$ cat src/rtl/cpu_pkg.sv
// Shared CPU-side definitions used by the memory arbiter.
//   ADDR_W / DATA_W : unified memory address and data widths
//   arb_state_e     : arbiter FSM states
//   port_e          : requester identity, used for last_grant / ownership
//   GNT_IF / GNT_D  : bit positions in the one-hot grant vector
package cpu_pkg;
  localparam int ADDR_W = 32;
  localparam int DATA_W = 32;

  typedef enum logic [1:0] {
    IDLE    = 2'd0,
    IF_BUSY = 2'd1,
    D_BUSY  = 2'd2
  } arb_state_e;

  typedef enum logic {
    PORT_IF = 1'b0,
    PORT_D  = 1'b1
  } port_e;

  localparam int GNT_IF = 0;
  localparam int GNT_D  = 1;
endpackage

$ cat src/rtl/mem_arb_rr.sv
// 2-way round-robin picker.
//   if_elig_i, d_elig_i : port may be granted this cycle
//   last_i              : port served most recently
//   gnt_o               : one-hot grant (GNT_IF / GNT_D), zero if nobody eligible
module mem_arb_rr
  import cpu_pkg::*;
(
  input  logic       if_elig_i,
  input  logic       d_elig_i,
  input  port_e      last_i,
  output logic [1:0] gnt_o
);

  always_comb begin
    gnt_o = 2'b00;
    if (if_elig_i && d_elig_i) begin
      // Tie: the port not served last wins.
      if (last_i == PORT_D) gnt_o[GNT_IF] = 1'b1;
      else                  gnt_o[GNT_D]  = 1'b1;
    end else if (if_elig_i) begin
      gnt_o[GNT_IF] = 1'b1;
    end else if (d_elig_i) begin
      gnt_o[GNT_D] = 1'b1;
    end
  end

endmodule

$ cat src/rtl/mem_arbiter.sv
// Arbitrates instruction-fetch and data ports onto one shared unified memory.
// Ports:
//   clk_i, rst_i               : clock, async active-high reset
//   if_req_i/if_addr_i         : fetch request (held until if_ack_o)
//   if_data_o/if_ack_o         : registered fetch data, one-cycle completion pulse
//   d_req_i/d_we_i/d_addr_i/d_wdata_i : data request (held until d_ack_o)
//   d_rdata_o/d_ack_o          : registered load data, one-cycle completion pulse
//   stall_o                    : pipeline freeze while any request is outstanding
//   err_o                      : one-cycle pulse when a transaction is aborted on timeout
//   mem_*                      : shared memory bus; request fields held until ack/abort
// TIMEOUT (1..255) is the number of wait cycles after grant before abort.
module mem_arbiter
  import cpu_pkg::*;
#(
  parameter int TIMEOUT = 255
) (
  input  logic              clk_i,
  input  logic              rst_i,
  input  logic              if_req_i,
  input  logic [ADDR_W-1:0] if_addr_i,
  output logic [DATA_W-1:0] if_data_o,
  output logic              if_ack_o,
  input  logic              d_req_i,
  input  logic              d_we_i,
  input  logic [ADDR_W-1:0] d_addr_i,
  input  logic [DATA_W-1:0] d_wdata_i,
  output logic [DATA_W-1:0] d_rdata_o,
  output logic              d_ack_o,
  output logic              stall_o,
  output logic              err_o,
  output logic              mem_req_o,
  output logic              mem_we_o,
  output logic [ADDR_W-1:0] mem_addr_o,
  output logic [DATA_W-1:0] mem_wdata_o,
  input  logic [DATA_W-1:0] mem_rdata_i,
  input  logic              mem_ack_i
);

  // Abort fires on the edge where the counter already holds TIMEOUT-1,
  // i.e. TIMEOUT edges after the grant edge.
  localparam logic [7:0] TO_LAST = 8'(TIMEOUT - 1);

  arb_state_e        state_q, state_d;
  port_e             last_q, last_d;
  logic [7:0]        cnt_q, cnt_d;
  logic [DATA_W-1:0] if_data_q, if_data_d, d_rdata_q, d_rdata_d;
  logic              if_ack_q, if_ack_d, d_ack_q, d_ack_d, err_q, err_d;
  logic              mem_req_q, mem_req_d, mem_we_q, mem_we_d;
  logic [ADDR_W-1:0] mem_addr_q, mem_addr_d;
  logic [DATA_W-1:0] mem_wdata_q, mem_wdata_d;

  logic       pick_if, pick_d, done, arb_go;
  port_e      owner, pick_last;
  logic [1:0] gnt;

  assign owner = (state_q == D_BUSY) ? PORT_D : PORT_IF;

  // A port whose ack is high this cycle still shows its old request; it is
  // not eligible. The port finishing now is masked too so that a completing
  // transaction can only hand over to the other side.
  assign pick_if   = if_req_i & ~if_ack_q & (state_q != IF_BUSY);
  assign pick_d    = d_req_i  & ~d_ack_q  & (state_q != D_BUSY);
  assign pick_last = (state_q == IDLE) ? last_q : owner;

  mem_arb_rr u_rr (
    .if_elig_i (pick_if),
    .d_elig_i  (pick_d),
    .last_i    (pick_last),
    .gnt_o     (gnt)
  );

  always_comb begin
    state_d     = state_q;
    last_d      = last_q;
    cnt_d       = cnt_q;
    if_data_d   = if_data_q;
    d_rdata_d   = d_rdata_q;
    if_ack_d    = 1'b0;
    d_ack_d     = 1'b0;
    err_d       = 1'b0;
    mem_req_d   = mem_req_q;
    mem_we_d    = mem_we_q;
    mem_addr_d  = mem_addr_q;
    mem_wdata_d = mem_wdata_q;
    done        = 1'b0;
    arb_go      = 1'b0;

    case (state_q)
      IDLE: arb_go = 1'b1;
      IF_BUSY, D_BUSY: begin
        if (mem_ack_i) begin
          done = 1'b1;
          if (owner == PORT_IF) begin
            if_data_d = mem_rdata_i;
            if_ack_d  = 1'b1;
          end else begin
            if (!mem_we_q) d_rdata_d = mem_rdata_i;
            d_ack_d = 1'b1;
          end
        end else if (cnt_q == TO_LAST) begin
          done  = 1'b1;
          err_d = 1'b1;
          if (owner == PORT_IF) if_ack_d = 1'b1;
          else                  d_ack_d  = 1'b1;
        end else begin
          cnt_d = cnt_q + 8'd1;
        end
        if (done) begin
          last_d    = owner;
          mem_req_d = 1'b0;
          state_d   = IDLE;
          arb_go    = 1'b1;
        end
      end
      default: state_d = IDLE;
    endcase

    // Grant (from IDLE, or straight from a completing BUSY state).
    if (arb_go) begin
      if (gnt[GNT_IF]) begin
        state_d     = IF_BUSY;
        mem_req_d   = 1'b1;
        mem_we_d    = 1'b0;
        mem_addr_d  = if_addr_i;
        mem_wdata_d = '0;
        cnt_d       = 8'd0;
      end else if (gnt[GNT_D]) begin
        state_d     = D_BUSY;
        mem_req_d   = 1'b1;
        mem_we_d    = d_we_i;
        mem_addr_d  = d_addr_i;
        mem_wdata_d = d_wdata_i;
        cnt_d       = 8'd0;
      end
    end
  end

  always_ff @(posedge clk_i or posedge rst_i) begin
    if (rst_i) begin
      state_q     <= IDLE;
      last_q      <= PORT_IF;
      cnt_q       <= 8'd0;
      if_data_q   <= '0;
      d_rdata_q   <= '0;
      if_ack_q    <= 1'b0;
      d_ack_q     <= 1'b0;
      err_q       <= 1'b0;
      mem_req_q   <= 1'b0;
      mem_we_q    <= 1'b0;
      mem_addr_q  <= '0;
      mem_wdata_q <= '0;
    end else begin
      state_q     <= state_d;
      last_q      <= last_d;
      cnt_q       <= cnt_d;
      if_data_q   <= if_data_d;
      d_rdata_q   <= d_rdata_d;
      if_ack_q    <= if_ack_d;
      d_ack_q     <= d_ack_d;
      err_q       <= err_d;
      mem_req_q   <= mem_req_d;
      mem_we_q    <= mem_we_d;
      mem_addr_q  <= mem_addr_d;
      mem_wdata_q <= mem_wdata_d;
    end
  end

  assign if_data_o   = if_data_q;
  assign d_rdata_o   = d_rdata_q;
  assign if_ack_o    = if_ack_q;
  assign d_ack_o     = d_ack_q;
  assign err_o       = err_q;
  assign mem_req_o   = mem_req_q;
  assign mem_we_o    = mem_we_q;
  assign mem_addr_o  = mem_addr_q;
  assign mem_wdata_o = mem_wdata_q;
  assign stall_o     = (if_req_i & ~if_ack_q) | (d_req_i & ~d_ack_q);

endmodule
$ cat config.mk
export PLATFORM = sky130hd
export DESIGN_NAME = mem_arbiter
export DESIGN_NICKNAME = d
export VERILOG_FILES = /design/src/rtl/cpu_pkg.sv /design/src/rtl/mem_arb_rr.sv /design/src/rtl/mem_arbiter.sv
export SDC_FILE = /design/constraint.sdc
export NUM_CORES = 1
export LEC_CHECK = 0
export CAP_MARGIN = 30
export CORE_MARGIN = 2
export CORE_UTILIZATION = 43
export CTS_BUF_LIST = sky130_fd_sc_hd__clkbuf_8
export DETAILED_ROUTE_END_ITERATION = 12
export PLACE_DENSITY = 0.82
export SKIP_LAST_GASP = 1
export SYNTH_ARGS = -nofsm -noshare
export SYNTH_HDL_FRONTEND = slang
export SYNTH_HIERARCHICAL = 1
export SYNTH_SLANG_ARGS = --single-unit
$ cat constraint.sdc
create_clock -name clk_i -period 6 [get_ports clk_i]
set_clock_uncertainty 0.1 [all_clocks]
set_input_delay 0.6 -clock clk_i [delete_from_list [all_inputs] [get_ports clk_i]]
set_output_delay 0.6 -clock clk_i [all_outputs]
set_load 0.03 [all_outputs]
==> impl_metrics.tcl <==
set metrics [dict create \
    avgSynthCellArea_um2 14.5 \
    ctsResizeCount 0 \
    multi_input_area_um2 2260 \
    synth_cell_type_count 39 \
    grtUsageTotal_pct 21.8 \
    antenna_found_initial 0 \
    cts-root-buf "clkbuf_8" \
    swShare_pct 40.6 \
    synthFlopType "dfrtp_1" \
    slew_headroom_pct 38.3 \
    ir_worst_vdd_mv 0.296 \
    initial_core_util_pct 43.6 \
    dp_hpwl_um 11700 \
    final_hold_viol_count 0 \
    cts_setup_buffers 0 \
    layout.cell_area.non_filler_um2 9310 \
    clock.fmax_ghz 0.311 \
    core-area_um2 13700 \
    path_class "register to register" \
    seqCellArea_um2 3600 \
    io_pins 268 \
    finalNetCount 822 \
    grt_pass1_vias 4899 \
    p_switching_mw 2.22 \
    cts_buffer_depth 2 \
    dpl_cell_area_um2 8850 \
    leakage_nw 3.93 \
    port_buffers 267 \
    synth-edff-count 0 \
    reg2reg_from "state_q[0]" \
    period_share_pct 53.6 \
    grt_start_max_net_pins 76 \
    dr.pass1.iters 4 \
    drc 0 \
    clkLatencyLatePin_ns 0.43 \
    ys_seq_area_share_pct 60.3 \
    cts_sinks 144 \
    cp-start-kind "register" \
    cts_made_buffers 17 \
    rrSetupSlack_ns 2.78 \
    die_w_um 122 \
    wl_per_cell_um 18.0 \
    clkPwrFrac_pct 15.8 \
    synth_async_sr_flop_share_pct 100 \
    drive_gt1_share_pct 18.2 \
    fin_crit_ns 3.22 \
    syn_area_um2 5980 \
    crit_path_end_kind "register" \
    seqPwrFrac_pct 30.2 \
    yosys_warnings 6 \
    htreeDepth 4 \
    wirelength_um 15700 \
    min_from "mem_req_o" \
    power_per_cell_area_nw_per_um2 588 \
    via_count 4382 \
    antennaDiodeCount 0 \
    final_max_slew_viol_count 0 \
    layout_setup_ws_ns 2.78 \
    areaGrowthSynthToFinish_pct 55.8 \
    nFillCells 1013 \
    setup_viol 0 \
    hold_buffers 0 \
    p_comb_share_pct 54.0 \
    antenna_left 0 \
    hp-class "register to register" \
    dp_slack_ns 2.58 \
    clk_pin_slew_ns 0.08 \
    grt_pass1_wl_um 24700 \
    ys_seq_elements 144 \
    cp-endpoint "mem_wdata_o[2]" \
    syn_nets 552 \
    cap_violations 0 \
    die_area_um2 14900 \
    synthCells 411 \
    rr_endpoint "mem_wdata_o[2]" \
    cp.required_ns 6.23 \
    num_rows 43 \
    vias_per_cell 5.01 \
    grt_setup_unrepaired "no" \
    startpoint "state_q[0]" \
    rr_worst_depth 11 \
    hold_depth 1 \
    gr-total-overflow 0 \
    drt_iter0_drc 171 \
    crit_fanout 35 \
    arrival_ns 3.44 \
    status "completed" \
    die_height_um 122 \
    gp_congestion 0.756 \
    whs_ns 0.379 \
    tightest_slew_ns 0.924 \
    power.internal_mw 3.25 \
    tns_ns 0 \
    cts_tree "done" \
]
cell type report:
cell class | instances | share of cell area [%]
well taps | 180 | 2.42
clock buffers | 19 | 2.81
repair buffers | 273 | 29.3
inverters | 9 | 0.417
multi-input cells | 236 | 24.3
clock inverters | 13 | 2.14
flip-flops and latches | 144 | 38.7
worst max-delay path, stage by stage (launching register included):
cell and delay [ns]:
dfrtp_1 0.42, inv_1 0.11, ha_1 0.22, inv_1 0.09, o21ai_0 0.20, inv_1 0.11
a21boi_4 0.14, buf_4 0.41, nor2_1 0.15, or3_1 0.63, buf_8 0.28, a22o_1 0.24
power groups by stage:
stage                     registers, mW  clock network, mW  logic (mW)
after floorplan                    2.47                  0       0.958
after global placement             1.64                  0        2.90
after detailed placement           1.67                  0        2.97
after CTS                          1.65              0.892        2.99
after global routing               1.71              0.936        3.12
final                              1.65              0.865        2.95
state kept, by name, summed over array words and instances, names as in the netlist:
name / count
last_q: 1
cnt_q: 8
mem_we_o: 1
d_ack_o: 1
if_data_o: 32
mem_addr_o: 32
if_ack_o: 1
mem_req_o: 1
state_q: 2
mem_wdata_o: 32
d_rdata_o: 32
err_o: 1
stage by stage:
| stage | std cells | power [mW] | utilization [%] |
|---|---|---|---|
| floorplan | 411 | 3.43 | - |
| global placement | 841 | 4.54 | 64.4 |
| detailed placement | 842 | 4.64 | 64.5 |
| CTS | 874 | 5.53 | 67.9 |
| global route | 874 | 5.76 | 67.9 |
| finish | 874 | 5.47 | 67.9 |
placed cells by master (no fill, tap or decap), drive strengths merged, types with 3 or more instances in the layout:
cell,Yosys,layout
clkdlybuf4s50,0,267
dfrtp,144,144
mux2,129,129
a22o,33,33
clkbuf,10,19
inv,9,13
nor2,11,11
a21oi,8,8
nand2,8,8
ha,7,7
buf,12,6
nand2b,5,5
nor3,5,5
xnor2,4,4
bufinv,0,4
clkinv,0,3
nand4,3,3
o21ai,3,3
Yosys cell counts, types with 2 or more instances:
library cell / n / area, um^2
nor3_2: 2 / 20.0
nand3_1: 2 / 10.0
mux2_2: 81 / 912
a21oi_1: 8 / 40.0
dfrtp_1: 144 / 3600
buf_2: 5 / 25.0
ha_1: 7 / 87.6
nand3b_1: 2 / 15.0
buf_6: 3 / 33.8
nand2b_1: 5 / 31.3
nor2b_1: 2 / 12.5
buf_1: 4 / 15.0
a22o_1: 33 / 289
inv_1: 8 / 30.0
o21ai_0: 2 / 10.0
nand2_1: 8 / 30.0
nand4_1: 2 / 12.5
mux2_1: 48 / 541
nor2_1: 11 / 41.3
xnor2_1: 4 / 35.0
nor3_1: 3 / 15.0
clkbuf_1: 10 / 37.5
layer usage:
metal | up-vias | GRT usage (%) | wire (um)
met5 | - | 0 | 0
met1 | 2159 | 24.5 | 6020
met3 | 24 | 7.82 | 1330
met2 | 184 | 37.7 | 8030
li1 | 2015 | - | -
met4 | 0 | 8.76 | 336
cell families (layout without fill, tap and decap cells):
group	after synthesis	count (layout)	synth area share, %
mux	130	130	24.5
xor+xnor	5	5	0.732
fa+ha+maj	7	7	1.46
buf+inv	31	314	2.43
compound gates	52	52	6.84
simple gates	42	42	3.79
flops	144	144	60.3
worst min-delay path by stage:
stage	to	slack (ns)
floorplan	last_q	0.38
global placement	mem_addr_o[13]	0.37
detailed placement	mem_req_o	0.37
CTS	mem_req_o	0.38
global route	mem_addr_o[3]	0.40
finish	mem_req_o	0.38
(Power assumes the default switching activity.)
